`config.mk`:
```
export PLATFORM = sky130hd
export DESIGN_NAME = sdram_multibank_scheduler
export DESIGN_NICKNAME = d
export VERILOG_FILES = /design/src/rtl/sdram_multibank_scheduler.sv
export SDC_FILE = /design/constraint.sdc
export NUM_CORES = 1
export LEC_CHECK = 0
export CAP_MARGIN = 40
export CORE_MARGIN = 2
export CORE_UTILIZATION = 50
export CTS_BUF_LIST = sky130_fd_sc_hd__clkbuf_4 sky130_fd_sc_hd__clkbuf_8
export DETAILED_ROUTE_END_ITERATION = 10
export GPL_TIMING_DRIVEN = 0
export PLACE_DENSITY = 0.83
export SETUP_SLACK_MARGIN = 0.2
export SLEW_MARGIN = 10
export SYNTH_ARGS = -nofsm -noshare
export SYNTH_HDL_FRONTEND = slang
export SYNTH_SLANG_ARGS = --single-unit
```
`constraint.sdc`:
```
create_clock -name clk -period 2.09 [get_ports clk]
set_input_delay 0.3135 -clock clk [delete_from_list [all_inputs] [get_ports clk]]
set_output_delay 0.3135 -clock clk [all_outputs]
set_load 0.05 [all_outputs]
```
`src/rtl/sdram_multibank_scheduler.sv`:
```
// sdram_multibank_scheduler: time-sliced multi-bank SDRAM command scheduler with CAS capture and auto-refresh
module sdram_multibank_scheduler #(
   parameter int NUM_BANKS        = 2,
   parameter int ADDR_DEPTH       = 23,
   parameter int COL_DEPTH        = 10,
   parameter int CAS_LATENCY      = 2,
   parameter int REFRESH_INTERVAL = 64
) (
   input  logic                            clk,
   input  logic                            rst,
   input  logic                            en,
   input  logic [NUM_BANKS-1:0]            req,
   input  logic [NUM_BANKS-1:0]            we,
   input  logic [NUM_BANKS*ADDR_DEPTH-1:0] addr,
   input  logic [NUM_BANKS*8-1:0]          wdata,
   output logic [NUM_BANKS-1:0]            ack,
   output logic [NUM_BANKS*8-1:0]          rdata,
   output logic [NUM_BANKS-1:0]            rvalid,
   output logic                            refresh_active,
   input  logic [15:0]                     sd_data_in,
   output logic [15:0]                     sd_data_out,
   output logic                            sd_data_out_en,
   output logic [12:0]                     sd_a,
   output logic [1:0]                      sd_ba,
   output logic [2:0]                      sd_cmd,
   output logic [1:0]                      sd_dqm
);
   localparam int F         = 4 * NUM_BANKS;
   localparam int FW        = $clog2(F);
   localparam int BW        = $clog2(NUM_BANKS);
   localparam int RW        = $clog2(REFRESH_INTERVAL);
   localparam int ROW_DEPTH = ADDR_DEPTH - COL_DEPTH - 1;
   localparam logic [2:0] CMD_ACT = 3'b011;
   localparam logic [2:0] CMD_RD  = 3'b101;
   localparam logic [2:0] CMD_WR  = 3'b100;
   localparam logic [2:0] CMD_REF = 3'b001;
   localparam logic [2:0] CMD_NOP = 3'b111;

   logic [FW-1:0]                          fc_q, fc_d;
   logic [RW-1:0]                          rc_q, rc_d;
   logic                                   refresh_q, refresh_d;
   logic [NUM_BANKS-1:0]                   busy_q, busy_d, we_q, we_d, rvalid_q, rvalid_d;
   logic [NUM_BANKS-1:0][ADDR_DEPTH-1:0]   addr_q, addr_d;
   logic [NUM_BANKS-1:0][7:0]              wdata_q, wdata_d, rdata_q, rdata_d;
   logic [NUM_BANKS-1:0]                   accept, cap;
   logic                                   frame_end, refresh_next, ul;
   logic [BW-1:0]                          slot;
   logic [FW-BW-1:0]                       phase;
   logic [ADDR_DEPTH-1:0]                  slot_addr;
   logic [ROW_DEPTH-1:0]                   row;
   logic [COL_DEPTH-1:0]                   col;

   assign frame_end      = fc_q == FW'(F - 1);
   assign refresh_next   = rc_q == RW'(REFRESH_INTERVAL - 1);
   assign accept         = (frame_end && !refresh_next) ? (req & {NUM_BANKS{en}}) : '0;
   assign slot           = fc_q[BW-1:0];
   assign phase          = fc_q[FW-1:BW];
   assign slot_addr      = addr_q[slot];
   assign {row, col, ul} = slot_addr;
   assign ack            = accept;
   assign rdata          = rdata_q;
   assign rvalid         = rvalid_q;
   assign refresh_active = refresh_q;

   // frame/refresh counters, request latching at frame end and read capture
   always_comb begin
      fc_d      = frame_end ? '0 : fc_q + FW'(1);
      rc_d      = frame_end ? (refresh_next ? '0 : rc_q + RW'(1)) : rc_q;
      refresh_d = frame_end ? refresh_next : refresh_q;
      busy_d    = frame_end ? accept : busy_q;
      for (int b = 0; b < NUM_BANKS; b++) begin
         we_d[b]     = accept[b] ? we[b] : we_q[b];
         addr_d[b]   = accept[b] ? addr[b*ADDR_DEPTH +: ADDR_DEPTH] : addr_q[b];
         wdata_d[b]  = accept[b] ? wdata[b*8 +: 8] : wdata_q[b];
         cap[b]      = busy_q[b] && !we_q[b] && fc_q == FW'(NUM_BANKS + b + CAS_LATENCY);
         rvalid_d[b] = cap[b];
         rdata_d[b]  = cap[b] ? (addr_q[b][0] ? sd_data_in[15:8] : sd_data_in[7:0]) : rdata_q[b];
      end
   end

   // SDRAM command for the current slot: refresh, activate, or read/write with auto-precharge
   always_comb begin
      sd_cmd         = CMD_NOP;
      sd_a           = '0;
      sd_ba          = '0;
      sd_dqm         = 2'b11;
      sd_data_out_en = 1'b0;
      sd_data_out    = '0;
      if (refresh_q && fc_q == '0)
         sd_cmd = CMD_REF;
      else if (busy_q[slot] && phase == 2'd0) begin
         sd_cmd = CMD_ACT;
         sd_a   = 13'(row);
         sd_ba  = 2'(slot);
      end else if (busy_q[slot] && phase == 2'd1) begin
         sd_cmd         = we_q[slot] ? CMD_WR : CMD_RD;
         sd_a           = 13'(col) | 13'h400;
         sd_ba          = 2'(slot);
         sd_dqm         = {~ul, ul};
         sd_data_out_en = we_q[slot];
         sd_data_out    = we_q[slot] ? (ul ? {wdata_q[slot], 8'h00} : {8'h00, wdata_q[slot]}) : 16'h0;
      end
   end

   // state registers
   always_ff @(posedge clk) begin
      if (rst) begin
         fc_q      <= '0;
         rc_q      <= '0;
         refresh_q <= 1'b0;
         busy_q    <= '0;
         we_q      <= '0;
         addr_q    <= '0;
         wdata_q   <= '0;
         rdata_q   <= '0;
         rvalid_q  <= '0;
      end else begin
         fc_q      <= fc_d;
         rc_q      <= rc_d;
         refresh_q <= refresh_d;
         busy_q    <= busy_d;
         we_q      <= we_d;
         addr_q    <= addr_d;
         wdata_q   <= wdata_d;
         rdata_q   <= rdata_d;
         rvalid_q  <= rvalid_d;
      end
   end
endmodule

```
Word-level counts from Yosys, hierarchy flattened
Index checks and enable logic that the tools add are counted.

storage, ports and cells
  bits in registers = 94
  output and inout port bits = 58
  logic and storage cells = 70

cells by class
  add/subtract/negate cells = 2
  $lt $le $gt $ge = 1
  eq/ne operators = 5
  multiplexer cells = 33
  bitwise gates (word level) = 2
  reductions and logical operators = 14

operators with widths
  kind                                                count
  two-way mux 16 bit                                  5
  two-way mux 23 bit                                  2
  two-way mux 8 bit                                   4
  two-way mux 12 bit                                  2
  two-way mux 1 bit                                   11
  two-way mux 11 bit                                  1
  two-way mux 2 bit                                   5
  == test 3 bit, second input constant                3
  logical AND 1 bit                                   8
  adder 6 x 1 -> 6 bit, second input constant         1
  == test 6 bit, second input constant                1
  two-way mux 3 bit                                   2
  two-way mux 6 bit                                   1
  adder 3 x 1 -> 3 bit, second input constant         1
  logical NOT 1 bit                                   3
  logical NOT 3 bit                                   1
  AND 2 bit                                           1
  == test 2 x 1 -> 1 bit, second input constant       1
  logical NOT 2 bit                                   1
  < comparator 1 x 2 -> 1 bit, second input constant  1
  OR reduction 2 bit                                  1
  inverter 1 bit                                      1

Logic depth before layout (Yosys ltp)
  depth in word-level cells = 7
  gate-level depth with buffers = 9
  depth with buffers taken out = 5

Worst setup path before layout
Ideal clock, no wire load.

  path type = reg-to-output
  from = reg fc_q[0]
  to = out sd_data_out[10]
  data arrival time = 2.710 ns
  data required time = 1.776 ns
  setup slack = -0.934 ns
  stages on the path, launching flop included = 8
  buffers on the path = 2
  path through = dfxtp_1 buf_4 buf_2 inv_1 ha_1 nand2_1 nor2_1 nor4_1

between the ends
  word-level cells in the longest chain between the ends = 7
  elaborated cells on any way between the ends = 17
  classes of those cells = mux (13); reduce/logical (4)

RTL lines
  item                                                                                               RTL line  source
  start, declared                                                                                    39        logic [FW-1:0] fc_q, fc_d;
  start signal, assigned                                                                             108       fc_q <= '0;
  start signal, assigned                                                                             118       fc_q <= fc_d;
  two-way mux 8 bit (not written as such) / two-way mux 23 bit (equally long branches) (2 in a row)  101, 58
  two-way mux 16 bit (2 in a row)                                                                    101       sd_data_out = we_q[slot] ? (ul ? {wdata_q[slot], 8'h00} : {8'h00, wdata_q[slot]}) : 16'h0;
  two-way mux 16 bit                                                                                 95        end else if (busy_q[slot] && phase == 2'd1) begin
  two-way mux 16 bit                                                                                 91        else if (busy_q[slot] && phase == 2'd0) begin
  two-way mux 16 bit (*)                                                                             89        if (refresh_q && fc_q == '0)
  end, declared                                                                                      21        output logic [15:0] sd_data_out,

Mark *: on every way between the ends. The rest lies on a longest branch, timed or not. The select of a mux whose other input is x is not followed.

Worst setup path in the final report
  from = reg fc_q[1]
  to = out sd_data_out[9]

between the ends
  word-level cells in the longest chain between the ends = 5
  elaborated cells on any way between the ends = 9
  classes of those cells = eq/ne (1); mux (3); reduce/logical (5)

RTL lines
  item                    RTL line
  == test 2 x 1 -> 1 bit  95
  logical AND 1 bit       95
  two-way mux 16 bit      95
  two-way mux 16 bit      91
  two-way mux 16 bit (*)  89

Mark *: on every way between the ends. The rest lies on a longest branch, timed or not.

==> impl_results.md <==
- Status: finished with violations
- Failing checks: setup timing
- Num CTS Buffers: 9
- Clock transition at the registers of the reported paths: 0.10 ns
- Layout Utilization: 81.5%
- Hold endpoint: addr_q[34]
- Critical path class: reg -> out
- Worst slack at placement: -0.639 ns
- Yosys reg bits: 94
- CP delay by family, top: buffers and inverters
- Hold violation count in the final report: 0
- Largest net degree at the start of global routing: 17
- Area grow syn2layout: 59.3%
- Reg-to-Reg End: refresh_active
- VDD IR-drop max: 0.288 mV
- Cell row count: 36
- Die Wd: 104 microns
- Placed insts: 776
- Routed Antenna Nets: 0
- Final WS setup: -0.227 ns
- 1st-iter DRT viols: 183
- WP buf/inv: 6
- Synthesis Warnings: 0
- Final WL: 15700 microns
- Average wire per standard cell: 18.7 microns
- DR DRC count: 0
- Non-Filler Instances: 836
- Overflow after GRT: 0
- FF/Latch Area: 1900 sq um
- Synth area leader: dfxtp_1
- Max frequency: 432 MHz
- Core area: 9730 sq um
- Dpl cell area: 6880 sq um
- Hold path depth: 3
- Placed wire-length estimate: 10200 microns
- Pwr dens: 456 nW/um^2
- Hold Path Class: in -> reg
- Worst Min Path Start: rst
- Initial core utilization: 51.1%
- Post-Syn Area: 4980 sq um
- Final setup viols: 37
- Fillers: 573
- Port bufs: 139
- Tot GR Track Use: 28.5%
- IO Pins: 143
- Clock Root Buffer: clkbuf_8
- CTS tree: built
- Most common cell after layout, fill and taps aside: nand2b_1
- Layout Skew: 0.0125 ns
- Initial antenna violation count: 0
- R2R cell count: 9
- Share of cells above drive strength 1: 30.4%
- Commonest cells after routing, fill and taps aside: nand2b_1, clkdlybuf4s50_1, dfxtp_1
- First-pass GRT wire length: 24400 microns
- Critical path origin: fc_q[1]
- Max-Cap Viols: 0
- CP startpoint kind: register
- Worst Tran Pin Value: 0.561 ns
- CP Data Required Time: 1.78 ns
- Post-Syn Area per Cell: 9.89 sq um
- Worst R2R Start: fc_q[0]
- Synthesized netlist cell count: 503
- Crit. End Element: output port
- Yosys cell types: 42
- Final Cell Area: 7930 sq um
- Max stage delay on crit path: 0.36 ns
- CTS Sinks: 94
- Die H: 104 microns
- Worst-path fanout max: 4
- Share of the synthesized area in the top cell type: 37.8%
- Vias/cell: 5.28
- H-tree levels: 3
- Final Max Slew Viols: 0
- R2R Setup Slk: 0.26 ns
- Nets@finish: 788
- Slowest library cell on the worst path: dfxtp_2
- Clk_lat worst skew: 0.38 ns
- Final Cycle Share: 111%
- Setup TNS: -5.52 ns
- RSZ-0062 raised after global routing: yes
- Vias: 4415
- Crit-path cells: buf_6, buf_12, inv_8, ha_4, nand3b_1, buf_4, clkbuf_16, nand2_2, nor3_4, buf_6
- Clock buffer depth: 2
- Hold_buf cts: 0
- Sequential area share after synthesis: 37.8%
- Clock period minus worst slack: 2.32 ns
- Slew headroom: 62.4%
- P_leak: 3.04 nW
- Ant diodes: 0
- GPL Wtd Cong: 0.813
- Multi-input gate area: 3250 sq um
- CP most frequent cell: buf_6
- Die ar.: 10800 sq um
- Leading post-synthesis cells by cell area: dfxtp_1, mux2i_1, nand2b_1
- Number of global-route vias before repair: 4599
- WP data arrival: 2.00 ns
- TritonRoute pass-1 iters: 4
[where the power goes]
part	switching, mW	leakage (nW)	total (mW)	internal [mW]
combinational	0.204	2.18	0.518	0.314
sequential	0.0132	0.761	1.81	1.80
clock	0.698	0.0993	1.29	0.593
total	0.915	3.04	3.62	2.70
[state kept, by name, indices dropped and copies added, names as in the netlist]
signal	cells
busy_q	2
rc_q	6
fc_q	3
addr_q	46
refresh_active	1
rdata	16
wdata_q	16
we_q	2
rvalid	2
[worst min-delay path: cells and delay by family]
family                 cells  cell delay, ns
AND/OR/NAND/NOR            1            0.19
multiplexers               1            0.12
buffers and inverters      1            0.18
[worst max path at each step]
stage,depth (start not counted),endpoint,slack (ns)
after floorplan,5,sd_data_out[5],0.13
after global placement,8,sd_data_out[8],-0.61
after detailed placement,8,sd_data_out[15],-0.64
after CTS,9,sd_dqm[1],-0.18
after global routing,10,sd_data_out[8],-0.29
final,10,sd_data_out[9],-0.23
[area by class of cell]
cell class              instances  share of cell area [%]
clock buffers                  10                    1.74
inverters                       4                   0.395
well taps                     133                    2.10
clock inverters                 6                   0.852
plain buffers                  41                    4.77
repair buffers                183                    25.2
multi-input cells             365                    41.1
flip-flops and latches         94                    23.9
[cells in the mapped netlist, drive strengths merged]
cell type,instances
o31ai,2
or2,2
xor2,2
mux2i,84
dfxtp,94
and2,1
and3b,1
o21ai,1
o211ai,1
nand4,1
mux4,10
nand2b,129
o2111a,2
and3,1
a211oi,16
inv,4
buf,24
nor3,9
a31oi,3
nor2,29
o2111ai,1
nor4,3
nor3b,3
and4b,2
ha,5
conb,1
a21oi,4
nor2b,16
nand3,6
o21ba,2
mux2,9
or3,3
nand2,14
nand3b,1
clkbuf,17
[per-stage QoR]
stage	total power [mW]	hold WS, ns
3_3_place_gp	2.28	0.456
5_1_grt	3.74	0.496
2_1_floorplan	2.06	0.444
6_report	3.62	0.464
4_1_cts	3.59	0.459
3_5_place_dp	2.28	0.461
[timing repair]
action | CTS | global route
pin swaps | 13 | 8
gates cloned | 2 | 1
setup endpoints to repair | 39 | 53
hold endpoints to repair | 0 | 0
resized for setup | 324 | 34
setup buffers | 30 | 11
[cells by family (layout without fill, tap and decap cells)]
group	Yosys count	in the layout	synth area share, %
XOR/XNOR	2	2	0.352
flip-flops	94	94	37.8
adder cells (fa/ha/maj)	5	5	1.26
buffers and inverters	45	244	6.26
multiplexers	103	103	23.5
other	1	2	0.0754
AO/OA/AOI/OAI	32	32	4.78
AND/OR/NAND/NOR	221	221	25.9
[routing by layer]
metal  part of all wire [%]  wire (microns)  vias up  track usage, %
met5                      0               0        -               0
met4                    2.1             322        0            9.17
met3                    6.5            1020       33            8.68
met2                     50            7860      158            48.4
met1                     41            6450     2122            34.5
li1                       -               -     2102               -
Power figures use the tool's default switching activity.
